===== src/rtl/pong_match_ctrl_if.sv =====
// Signal bundle between the match controller and the ball/paddle datapath and scoring block.
// The controller sits on the slave side. The surrounding game logic, or a bench, drives from the master side.
interface pong_match_ctrl_if;
  logic       tick;
  logic       start;
  logic       pause;
  logic       ball_out_left;
  logic       ball_out_right;
  logic       paddle_hit;
  logic       game_over;
  logic       ball_reset;
  logic       ball_run;
  logic       serve_dir;
  logic       p1vic;
  logic       p2vic;
  logic       score_clr;
  logic [1:0] winner;
  logic [7:0] rally_len;
  logic [1:0] speed_level;
  logic [2:0] state;

  modport slave (
    input  tick, start, pause, ball_out_left, ball_out_right, paddle_hit, game_over,
    output ball_reset, ball_run, serve_dir, p1vic, p2vic, score_clr,
           winner, rally_len, speed_level, state
  );

  modport master (
    output tick, start, pause, ball_out_left, ball_out_right, paddle_hit, game_over,
    input  ball_reset, ball_run, serve_dir, p1vic, p2vic, score_clr,
           winner, rally_len, speed_level, state
  );
endinterface


===== src/rtl/pong_match_ctrl.sv =====
// Match-sequencing FSM for the two-player paddle game. It runs each point through
// serve, rally, point award and hold, and issues the vic and score-clear pulses.
module pong_match_ctrl #(
  parameter int unsigned SERVE_TICKS = 60,
  parameter int unsigned HOLD_TICKS  = 90,
  parameter int unsigned CNT_W       = 8
) (
  input logic             clock,
  input logic             reset,
  pong_match_ctrl_if.slave bus
);

  typedef enum logic [2:0] {
    IDLE  = 3'd0,
    SERVE = 3'd1,
    RALLY = 3'd2,
    POINT = 3'd3,
    HOLD  = 3'd4,
    OVER  = 3'd5
  } state_t;

  localparam logic [CNT_W-1:0] SERVE_LOAD = CNT_W'(SERVE_TICKS);
  localparam logic [CNT_W-1:0] HOLD_LOAD  = CNT_W'(HOLD_TICKS);
  localparam logic [CNT_W-1:0] CNT_ONE    = CNT_W'(1);

  state_t           cur, nxt;
  logic [CNT_W-1:0] cnt, cnt_n;
  logic             dir_q, dir_n;
  logic [1:0]       win_q, win_n;
  logic [7:0]       rl_q, rl_n;
  logic             clr_q, clr_n;
  logic             start_r;

  logic start_pulse;
  logic count_en;
  logic count_last;

  assign start_pulse = bus.start & ~start_r;
  assign count_en    = bus.tick & ~bus.pause;
  assign count_last  = count_en && (cnt == CNT_ONE);

  always_ff @(posedge clock) begin
    if (reset) begin
      cur     <= IDLE;
      cnt     <= '0;
      dir_q   <= 1'b0;
      win_q   <= 2'b00;
      rl_q    <= '0;
      clr_q   <= 1'b0;
      start_r <= 1'b0;
    end else begin
      cur     <= nxt;
      cnt     <= cnt_n;
      dir_q   <= dir_n;
      win_q   <= win_n;
      rl_q    <= rl_n;
      clr_q   <= clr_n;
      start_r <= bus.start;
    end
  end

  always_comb begin
    nxt   = cur;
    cnt_n = cnt;
    dir_n = dir_q;
    win_n = win_q;
    rl_n  = rl_q;
    clr_n = 1'b0;
    unique case (cur)
      IDLE, OVER: begin
        if (start_pulse) begin
          nxt   = SERVE;
          cnt_n = SERVE_LOAD;
          dir_n = 1'b0;
          win_n = 2'b00;
          rl_n  = '0;
          clr_n = 1'b1;
        end
      end
      SERVE: begin
        if (count_last)    nxt   = RALLY;
        else if (count_en) cnt_n = cnt - CNT_ONE;
      end
      RALLY: begin
        // Goal lines are decided even while paused. Serve direction is set on
        // entry to POINT so that it already points at the loser during the pulse cycle.
        if (bus.ball_out_left && bus.ball_out_right) begin
          nxt   = SERVE;
          cnt_n = SERVE_LOAD;
          rl_n  = '0;
        end else if (bus.ball_out_left) begin
          nxt   = POINT;
          win_n = 2'b10;
          dir_n = 1'b0;
        end else if (bus.ball_out_right) begin
          nxt   = POINT;
          win_n = 2'b01;
          dir_n = 1'b1;
        end else if (bus.paddle_hit && (rl_q != 8'hFF)) begin
          rl_n = rl_q + 8'd1;
        end
      end
      POINT: begin
        nxt   = HOLD;
        cnt_n = HOLD_LOAD;
      end
      HOLD: begin
        if (count_last) begin
          if (bus.game_over) begin
            nxt = OVER;
          end else begin
            nxt   = SERVE;
            cnt_n = SERVE_LOAD;
            rl_n  = '0;
          end
        end else if (count_en) begin
          cnt_n = cnt - CNT_ONE;
        end
      end
      default: nxt = IDLE;
    endcase
  end

  assign bus.state       = cur;
  assign bus.ball_reset  = (cur != RALLY);
  assign bus.ball_run    = (cur == RALLY) & ~bus.pause;
  assign bus.p1vic       = (cur == POINT) && (win_q == 2'b01);
  assign bus.p2vic       = (cur == POINT) && (win_q == 2'b10);
  assign bus.score_clr   = clr_q;
  assign bus.serve_dir   = dir_q;
  assign bus.winner      = win_q;
  assign bus.rally_len   = rl_q;
  assign bus.speed_level = (rl_q[7:4] != 4'd0) ? 2'd3 : rl_q[3:2];

endmodule


===== src/flat_wrapper.sv =====
// flat-port wrapper written by rule: the top's interface ports become plain ports
module pong_match_ctrl_flat 
#(
  parameter int unsigned SERVE_TICKS = 60,
  parameter int unsigned HOLD_TICKS  = 90,
  parameter int unsigned CNT_W       = 8
)
  (clock, reset, bus_tick, bus_start, bus_pause, bus_ball_out_left, bus_ball_out_right, bus_paddle_hit, bus_game_over, bus_ball_reset, bus_ball_run, bus_serve_dir, bus_p1vic, bus_p2vic, bus_score_clr, bus_winner, bus_rally_len, bus_speed_level, bus_state);
  pong_match_ctrl_if bus_i ();
  input logic clock;
  input logic reset;
  input wire logic [$bits(bus_i.tick)-1:0] bus_tick;
  input wire logic [$bits(bus_i.start)-1:0] bus_start;
  input wire logic [$bits(bus_i.pause)-1:0] bus_pause;
  input wire logic [$bits(bus_i.ball_out_left)-1:0] bus_ball_out_left;
  input wire logic [$bits(bus_i.ball_out_right)-1:0] bus_ball_out_right;
  input wire logic [$bits(bus_i.paddle_hit)-1:0] bus_paddle_hit;
  input wire logic [$bits(bus_i.game_over)-1:0] bus_game_over;
  output wire logic [$bits(bus_i.ball_reset)-1:0] bus_ball_reset;
  output wire logic [$bits(bus_i.ball_run)-1:0] bus_ball_run;
  output wire logic [$bits(bus_i.serve_dir)-1:0] bus_serve_dir;
  output wire logic [$bits(bus_i.p1vic)-1:0] bus_p1vic;
  output wire logic [$bits(bus_i.p2vic)-1:0] bus_p2vic;
  output wire logic [$bits(bus_i.score_clr)-1:0] bus_score_clr;
  output wire logic [$bits(bus_i.winner)-1:0] bus_winner;
  output wire logic [$bits(bus_i.rally_len)-1:0] bus_rally_len;
  output wire logic [$bits(bus_i.speed_level)-1:0] bus_speed_level;
  output wire logic [$bits(bus_i.state)-1:0] bus_state;
  assign bus_i.tick = bus_tick;
  assign bus_i.start = bus_start;
  assign bus_i.pause = bus_pause;
  assign bus_i.ball_out_left = bus_ball_out_left;
  assign bus_i.ball_out_right = bus_ball_out_right;
  assign bus_i.paddle_hit = bus_paddle_hit;
  assign bus_i.game_over = bus_game_over;
  assign bus_ball_reset = bus_i.ball_reset;
  assign bus_ball_run = bus_i.ball_run;
  assign bus_serve_dir = bus_i.serve_dir;
  assign bus_p1vic = bus_i.p1vic;
  assign bus_p2vic = bus_i.p2vic;
  assign bus_score_clr = bus_i.score_clr;
  assign bus_winner = bus_i.winner;
  assign bus_rally_len = bus_i.rally_len;
  assign bus_speed_level = bus_i.speed_level;
  assign bus_state = bus_i.state;
  pong_match_ctrl #(.SERVE_TICKS(SERVE_TICKS), .HOLD_TICKS(HOLD_TICKS), .CNT_W(CNT_W)) u_core (.clock(clock), .reset(reset), .bus(bus_i));
endmodule

===== config.mk =====
export PLATFORM = sky130hd
export DESIGN_NAME = pong_match_ctrl_flat
export DESIGN_NICKNAME = d
export VERILOG_FILES = /design/src/rtl/pong_match_ctrl_if.sv /design/src/rtl/pong_match_ctrl.sv /design/src/flat_wrapper.sv
export SDC_FILE = /design/constraint.sdc
export NUM_CORES = 1
export LEC_CHECK = 0
export BUFFER_PORTS_ARGS = -buffer_cell sky130_fd_sc_hd__buf_2
export CORE_UTILIZATION = 61
export CTS_BUF_LIST = sky130_fd_sc_hd__clkbuf_4
export CTS_CLUSTER_DIAMETER = 30
export CTS_CLUSTER_SIZE = 16
export DETAILED_ROUTE_END_ITERATION = 16
export PLACE_DENSITY = 0.93
export SLEW_MARGIN = 30
export SYNTH_ARGS = -nofsm -noshare
export SYNTH_HDL_FRONTEND = slang
export SYNTH_SLANG_ARGS = --single-unit

===== constraint.sdc =====
create_clock -name clock -period 5.6 [get_ports clock]
set_input_delay 0.28 -clock clock [delete_from_list [all_inputs] [get_ports clock]]
set_output_delay 0.28 -clock clock [all_outputs]
set_load 0.05 [all_outputs]

# Yosys cells after proc, flatten, opt, wreduce, memory -nomap -nowiden
# Index checks and enable logic that the tools add are counted.
# word_totals
output_inout_bits	21
ff_bits	24
input_bits	9
word_cells	89
# classes
mux	35
n_eq_ne	23
bitwise	6
reduce_logical	16
add_sub_neg	2
# ops
cell	count
$mux 8	13
$pmux 8 s5	1
$pmux 8 s3	1
$mux 3	7
$pmux 3 s5	1
$mux 2	5
$ne 3x2->1 const B	3
$add 8x1->8 const B	1
$eq 8x1->1 const B	1
$ne 2x1->1 const B	4
$ne 8x8->1 const B	1
$reduce_and 4->1	2
$sub 8x1->8 const B	1
$reduce_and 7->1	1
$eq 3x2->1 const B	2
$eq 3x3->1 const B	2
$ne 2x2->1 const B	3
$ne 3x3->1 const B	2
$logic_and 1x1->1	5
$mux 1	5
$reduce_and 5->1	1
$reduce_bool 5->1	1
$ne 4x3->1 const B	1
$pmux 2 s2	1
other kinds (12)	17

# Longest topological paths before layout
# Gate-level depths: netlist of the first run.
# depth
ltp_word	7
ltp_mapped	8
depth_no_buf	7

# Worst setup path after synthesis of the first run
# Ideal clock, no wire load.
# synth_timing
path_type	reg2out
from	reg u_core.cur[0], in the netlist u_core.bus.state[0]
to	out bus_p2vic
path_stages_with_launch	5
slack_ns	2.887
arrival_time_ns	2.433
n_path_buf	1
cell_sequence	dfxtp_1 > buf_2 > nor2b_1 > nand2_1 > nor3b_1
# synth_via
elab_chain_cells	2
# synth_rtl
item	line	text
start: declaration	pong_match_ctrl.sv:26	state_t cur, nxt;
start signal: assignment	pong_match_ctrl.sv:52	cur <= nxt;
$eq 3x2->1	pong_match_ctrl.sv:128	assign bus.p2vic = (cur == POINT) && (win_q == 2'b10);
$logic_and 1x1->1	pong_match_ctrl.sv:128	
end: declaration	flat_wrapper.sv:23	output wire logic [$bits(bus_i.p2vic)-1:0] bus_p2vic;
# Every way passes these cells.

# Worst setup path in the final report of the first run
# Ends and elaborated chain as after synthesis.

==> results of run 1 <==
[stage by stage]
step / instance area [sq um] / total power [mW] / util, % / hold WS, ps
finish: 1720 / 0.621 / 74.9 / 216
detailed placement: 1690 / 0.530 / 73.6 / 446
floorplan: 1550 / 0.470 / - / 416
CTS: 1720 / 0.617 / 74.9 / 215
global placement: 1690 / 0.520 / 73.6 / 440
global route: 1720 / 0.663 / 74.9 / 229
[placed cells by master, fill, tap and decap left out, drive strengths merged, types with 3 or more instances in the layout]
cell / n
nor2: 13
ha: 3
nand2b: 7
nor4: 3
nor3b: 7
o21ai: 14
nand3: 10
nor2b: 4
dfxtp: 23
nand2: 22
a21oi: 20
a2bb2oi: 3
buf: 30
clkbuf: 4
or3: 3
inv: 6
[kinds of logic (layout without fill, tap and decap cells)]
kind of cell	Yosys count	count (layout)	synth area share, %
buffers and inverters	17	41	4.76
adders and majority gates	3	3	2.42
AOI/OAI and AO/OA	67	67	29.0
muxes	2	2	1.37
and+or+nand+nor	83	83	31.7
DFF	23	23	29.7
xor gates and xnor gates	2	2	1.13
[worst register-to-register path, cell delays in order (launching register included)]
cell,delay (ps)
dfxtp_1,700
xor2_1,230
and2_1,280
a221oi_1,460
a21oi_1,130
a311oi_1,290
[layout make-up]
cell class | instances | share of cell area, %
timing repair buffer | 30 | 8.87
inverter | 7 | 1.53
multi-input combinational | 157 | 59.1
tap | 28 | 2.03
clock buffer | 4 | 1.74
sequential | 23 | 26.7
[layer usage]
layer	part of all wire (%)	vias up
met1	46	779
met5	0	-
met4	1.6	0
li1	-	788
met2	49	52
met3	4.0	7
[power breakdown]
part | leakage [nW] | internal, mW | switching (mW)
registers | 0.187 | 0.189 | 0.0483
logic | 0.474 | 0.110 | 0.186
clock network | 0.0184 | 0.0328 | 0.0546
total | 0.680 | 0.332 | 0.289
[worst paths after layout]
check | start | end | cells past startpoint
worst max-delay path | u_core.bus.state[0] | bus_p2vic | 4
worst max register to register | u_core.bus.state[0] | u_core.bus.state[0] | 5
worst min register to register | u_core.start_r | u_core.bus.score_clr | 1
worst min-delay path | bus_paddle_hit | u_core.bus.rally_len[7] | 3
[flip-flops by register name, summed over array words and instances (netlist names)]
register              count
u_core.start_r            1
u_core.bus.winner         2
u_core.cnt                8
u_core.bus.rally_len      8
u_core.bus.state          3
u_core.bus.score_clr      1
==> results by group, run 1 <==
Floorplan
  – Die Wd: 52.4 microns
  – Core area: 2300 sq um
  – Number of primary I/O pins: 30
  – Full die area: between 2000 and 3000 sq um
  – Die Ht: 52.4 microns
  – Initial Util: 67.5%
  – Rows: 17

Place
  – Placed cells: 245
  – Input/output buffers: 29
  – Dpl hpwl: ~2700 microns
  – Final Wtd Congestion: approximately 0.9
  – Placement Setup Slack: between 3000 and 4000 ps

Timing
  – Final Hold Fails: 0
  – Setup TNS: 0 ps
  – Minimum clock period: 2320 ps
  – Slew Viols, Final: 0
  – Max_slew headroom: 62.3%
  – Worst-Margin Slew: 565 ps
  – Period utilisation layout: 41.5%
  – Setup Viol. Count Final: 0
  – Fmax: ~0.43 GHz
  – Clk_skew: 5.40 ps
  – Final worst slack: approximately 3300 ps
  – RSZ-0062 raised after global routing: false

Global route
  – Global Route Usage Sum: 30.5%
  – Largest net degree at the start of global routing: 21
  – GR Layer Usage met3: 2.61%
  – GRT busiest layer: met2
  – First-pass GRT wire length: 6230 microns
  – GRT met1 Usage: 38.9%
  – GRT overflow: 0
  – GRT met2 Usage: 53.2%
  – Vias in the first global route: 1402
  – Initial antenna violation count: 0

Critical path
  – Crit-path max cell delay: 700 ps
  – Slowest cell on crit path: dfxtp_1
  – Crit path capture type: primary output
  – CP delay by family, top: simple AND/OR/NAND/NOR gates
  – CP required: 5320 ps
  – Crit path DAT: 2040 ps
  – Crit-path cells: nor2b_1, nand2_1, nor3b_1, buf_2
  – R2R setup slack: roughly 3400 ps
  – Bufs and invs on worst path: 1
  – Startpoint Class: flop
  – Max FO, Critical Path: 17
  – Kind of critical path: reg -> out

Synthesis
  – Most common cell in the netlist: dfxtp_1
  – Commonest cells in the netlist: dfxtp_1 (23), nand2_1 (22), a21oi_1 (20)
  – EDFF count, synth: 0
  – Share of the synthesized area in the top cell type: between 20% and 30%
  – Register area share after synthesis: 29.7%
  – Leading area contributor after synthesis: dfxtp_1
  – Synth Flop Type: dfxtp_1
  – Netlist cell types: between 50 and 60
  – Synth warn: 0
  – Post-Synthesis Net Count: between 200 and 250
  – Avg Inst Size Synth: 7.88 sq um
  – Area of the mapped netlist: ~1600 sq um
  – Share of flip-flops with an asynchronous set or reset: 0%
  – Main area contributors after synthesis: dfxtp_1 (30%), a21oi_1 (6.5%), nand2_1 (5.3%)
  – Cells after Synth: 197
  – Post-synthesis register bit count: 23

Clock network
  – Post-cts sizing count: 0
  – Clk sinks: 23
  – H-tree depth: 1
  – TritonCTS Buffers: 3
  – Max clock buf depth: 2
  – Clk slew on worst S/H paths: 130 ps
  – CTS tree: yes
  – Worst-Skew Late Latency: 320 ps
  – CTS Hold Bufs: 0
  – Postcts setup bufs: 0
  – Root Buffer: clkbuf_4

Layout
  – Share of cells above drive strength 1: 19.5%
  – Sequential cell area: 460 sq um
  – Ant. Diodes: 0
  – Final #Nets: 234
  – Fillers: 181
  – Multi-input combinational cell area: 1020 sq um
  – Final Non-Filler Cells: ~250
  – Area grow syn2layout: 11.0%

Outcome
  – Status: finished clean

Power
  – Static leakage: 0.680 nW
  – Power per cell area: 360 nW/um^2
  – Peak VDD IR: 0.000274 V

Drt
  – Routed WL: 3780 microns
  – Drt drc: 0
  – DR pass1 iterations: 4
  – Drt initial violations: 51
  – WL/cell: 15.2 microns
  – Via density per instance: around 6.5
  – Antenna-violating nets left: 0
  – Vias after detailed routing: 1626

Worst hold path
  – Hold Crit Class: in -> reg

Flow run
  – Maxcap violations: 0
No activity file was read; power rests on OpenSTA's default activity.
==> run 2, diff against run 1 <==
CORE_UTILIZATION = 57   (was 61)
PLACE_DENSITY = 0.88   (was 0.93)
clock period = 2.3 ns   (was 5.6 ns; I/O delays follow)
==> results by group, run 2 (same netlist as run 1, synthesis figures left out) <==
Timing
  – Max_slew headroom: 67.2% (was 62.3%)
  – Setup Viol. Count Final: 0 (unchanged)
  – Final Hold Fails: 0 (unchanged)
  – Slew Viols, Final: 0 (unchanged)
  – Minimum clock period: 2140 ps
  – Worst-Margin Slew: 492 ps (was 565 ps)
  – Period utilisation layout: 93.0%
  – Setup TNS: 0 ps (unchanged)
  – Final worst slack: 160 ps (was 3280 ps)
  – Fmax: 0.467 GHz
  – Clk_skew: 3.35 ps (was 5.40 ps)
  – RSZ-0062 raised after global routing: false (unchanged)

Floorplan
  – Full die area: 2930 sq um (was 2750 sq um)
  – Number of primary I/O pins: 30 (unchanged)
  – Initial Util: 61.5% (was 67.5%)
  – Die Wd: 54.2 microns (was 52.4 microns)
  – Core area: 2520 sq um (was 2300 sq um)
  – Die Ht: 54.2 microns (was 52.4 microns)
  – Rows: 18 (was 17)

Power
  – Static leakage: 0.691 nW (was 0.680 nW)
  – Overall Power: 1.52 mW (was 0.621 mW)
  – Peak VDD IR: 0.000599 V (was 0.000274 V)
  – Power per cell area: 870 nW/um^2 (was 360 nW/um^2)

Global route
  – Largest net degree at the start of global routing: 21 (unchanged)
  – First-pass GRT wire length: 6370 microns (was 6230 microns)
  – GRT overflow: 0 (unchanged)
  – Vias in the first global route: 1488 (was 1402)
  – Global Route Usage Sum: 29.1% (was 30.5%)
  – Initial antenna violation count: 0 (unchanged)

Place
  – Dpl hpwl: 2890 microns (was 2730 microns)
  – Placement Setup Slack: 218 ps (was 3490 ps)
  – Input/output buffers: 29 (unchanged)
  – Placed cells: 249 (was 245)
  – Final Wtd Congestion: 0.864 (was 0.919)

Drt
  – Drt drc: 0 (unchanged)
  – Vias after detailed routing: 1635 (was 1626)
  – Via density per instance: 6.46 (was 6.53)
  – Drt initial violations: 61 (was 51)
  – Routed WL: 3870 microns (was 3780 microns)
  – WL/cell: 15.3 microns (was 15.2 microns)
  – Antenna-violating nets left: 0 (unchanged)
  – DR pass1 iterations: 4 (unchanged)

Critical path
  – Crit path DAT: 2380 ps (was 2040 ps)
  – CP delay by family, top: simple AND/OR/NAND/NOR gates (unchanged)
  – Crit path capture type: flop (was primary output)
  – Crit-path max cell delay: 530 ps (was 700 ps)
  – CP required: 2540 ps (was 5320 ps)
  – Crit-path cells: inv_1, ha_1, nor3b_2, nand3_4, a22o_4, or4b_1, a21oi_1 (was nor2b_1, nand2_1, nor3b_1, buf_2)
  – Slowest cell on crit path: or4b_1 (was dfxtp_1)
  – Kind of critical path: reg -> reg (was reg -> out)
  – Bufs and invs on worst path: 1 (unchanged)
  – Max FO, Critical Path: 10 (was 17)
  – Startpoint Class: flop (unchanged)

Layout
  – Commonest non-fill, non-tap cells in the layout: buf_2 (29), nand2_1 (22), dfxtp_1 (21), a21oi_1 (20), o21ai_0 (14) (was buf_2 (29), dfxtp_1 (23), nand2_1 (22), a21oi_1 (20), o21ai_0 (14))
  – Final Non-Filler Cells: 253 (was 249)
  – Fin util: 69.4% (was 74.9%)
  – Share of cells above drive strength 1: 22.0% (was 19.5%)
  – Final #Nets: 236 (was 234)
  – Ant. Diodes: 0 (unchanged)
  – Commonest non-fill, non-tap cell in the layout: buf_2 (unchanged)
  – Area grow syn2layout: 12.9% (was 11.0%)

Worst hold path
  – Hold Crit Class: in -> reg (unchanged)

Clock network
  – Root Buffer: clkbuf_4 (unchanged)
  – Worst-Skew Late Latency: 300 ps (was 320 ps)
  – Max clock buf depth: 2 (unchanged)
  – Clk sinks: 23 (unchanged)
  – H-tree depth: 1 (unchanged)
  – Clk slew on worst S/H paths: 130 ps (about the same)
  – TritonCTS Buffers: 3 (unchanged)
  – CTS tree: yes (unchanged)

Flow run
  – Maxcap violations: 0 (unchanged)

Outcome
  – Status: finished clean (unchanged)
run 2: layout make-up:
class	count	area, sq um
Fill cell	200	771
Sequential cell	23	463
Inverter	7	26.3
Clock buffer	4	30.0
Timing Repair Buffer	32	168
Multi-Input combinational cell	157	1030
Tap cell	30	37.5
run 2: power by group:
group	total (mW)	switching [mW]	internal, mW
combinational	0.769	0.485	0.284
sequential	0.555	0.0933	0.462
clock	0.200	0.121	0.0793
total	1.52	0.699	0.825
run 2: worst paths after layout:
check / start / endpoint / cells after the start / slack (ps)
worst max-delay path: u_core.cnt[1] / u_core.bus.rally_len[1] / 7 / 160
worst min register to register: u_core.start_r / u_core.bus.score_clr / 1 / 460
worst max register to register: u_core.cnt[1] / u_core.bus.rally_len[1] / 7 / 160
worst min-delay path: bus_paddle_hit / u_core.bus.rally_len[7] / 3 / 50
run 2: metrics by stage:
step / instance area, sq um / hold slack, ps
floorplan: 1560 / 263
global placement: 1720 / 382
detailed placement: 1720 / 386
CTS: 1750 / 48.2
global route: 1750 / 49.1
finish: 1750 / 54.4
run 2: repair_timing:
| item | 4_1_cts | 5_1_grt |
|---|---|---|
| setup endpoints to repair | 0 | 3 |
| hold buffers | 0 | 0 |
| buffers inserted | 0 | 0 |
| gates resized for setup | 0 | 2 |
run 2: metal layers:
layer | wire length [microns] | vias up | track usage [%]
li1 | - | 793 | -
met1 | 1690 | 759 | 37.0
met5 | 0 | - | 0
met3 | 222 | 8 | 5.08
met2 | 1910 | 75 | 48.8
met4 | 48 | 0 | 10.3
run 2: tightest hold or removal path, cell delays in order:
cell and delay (ps):
buf_2 100, nand2_1 50, o41ai_1 60
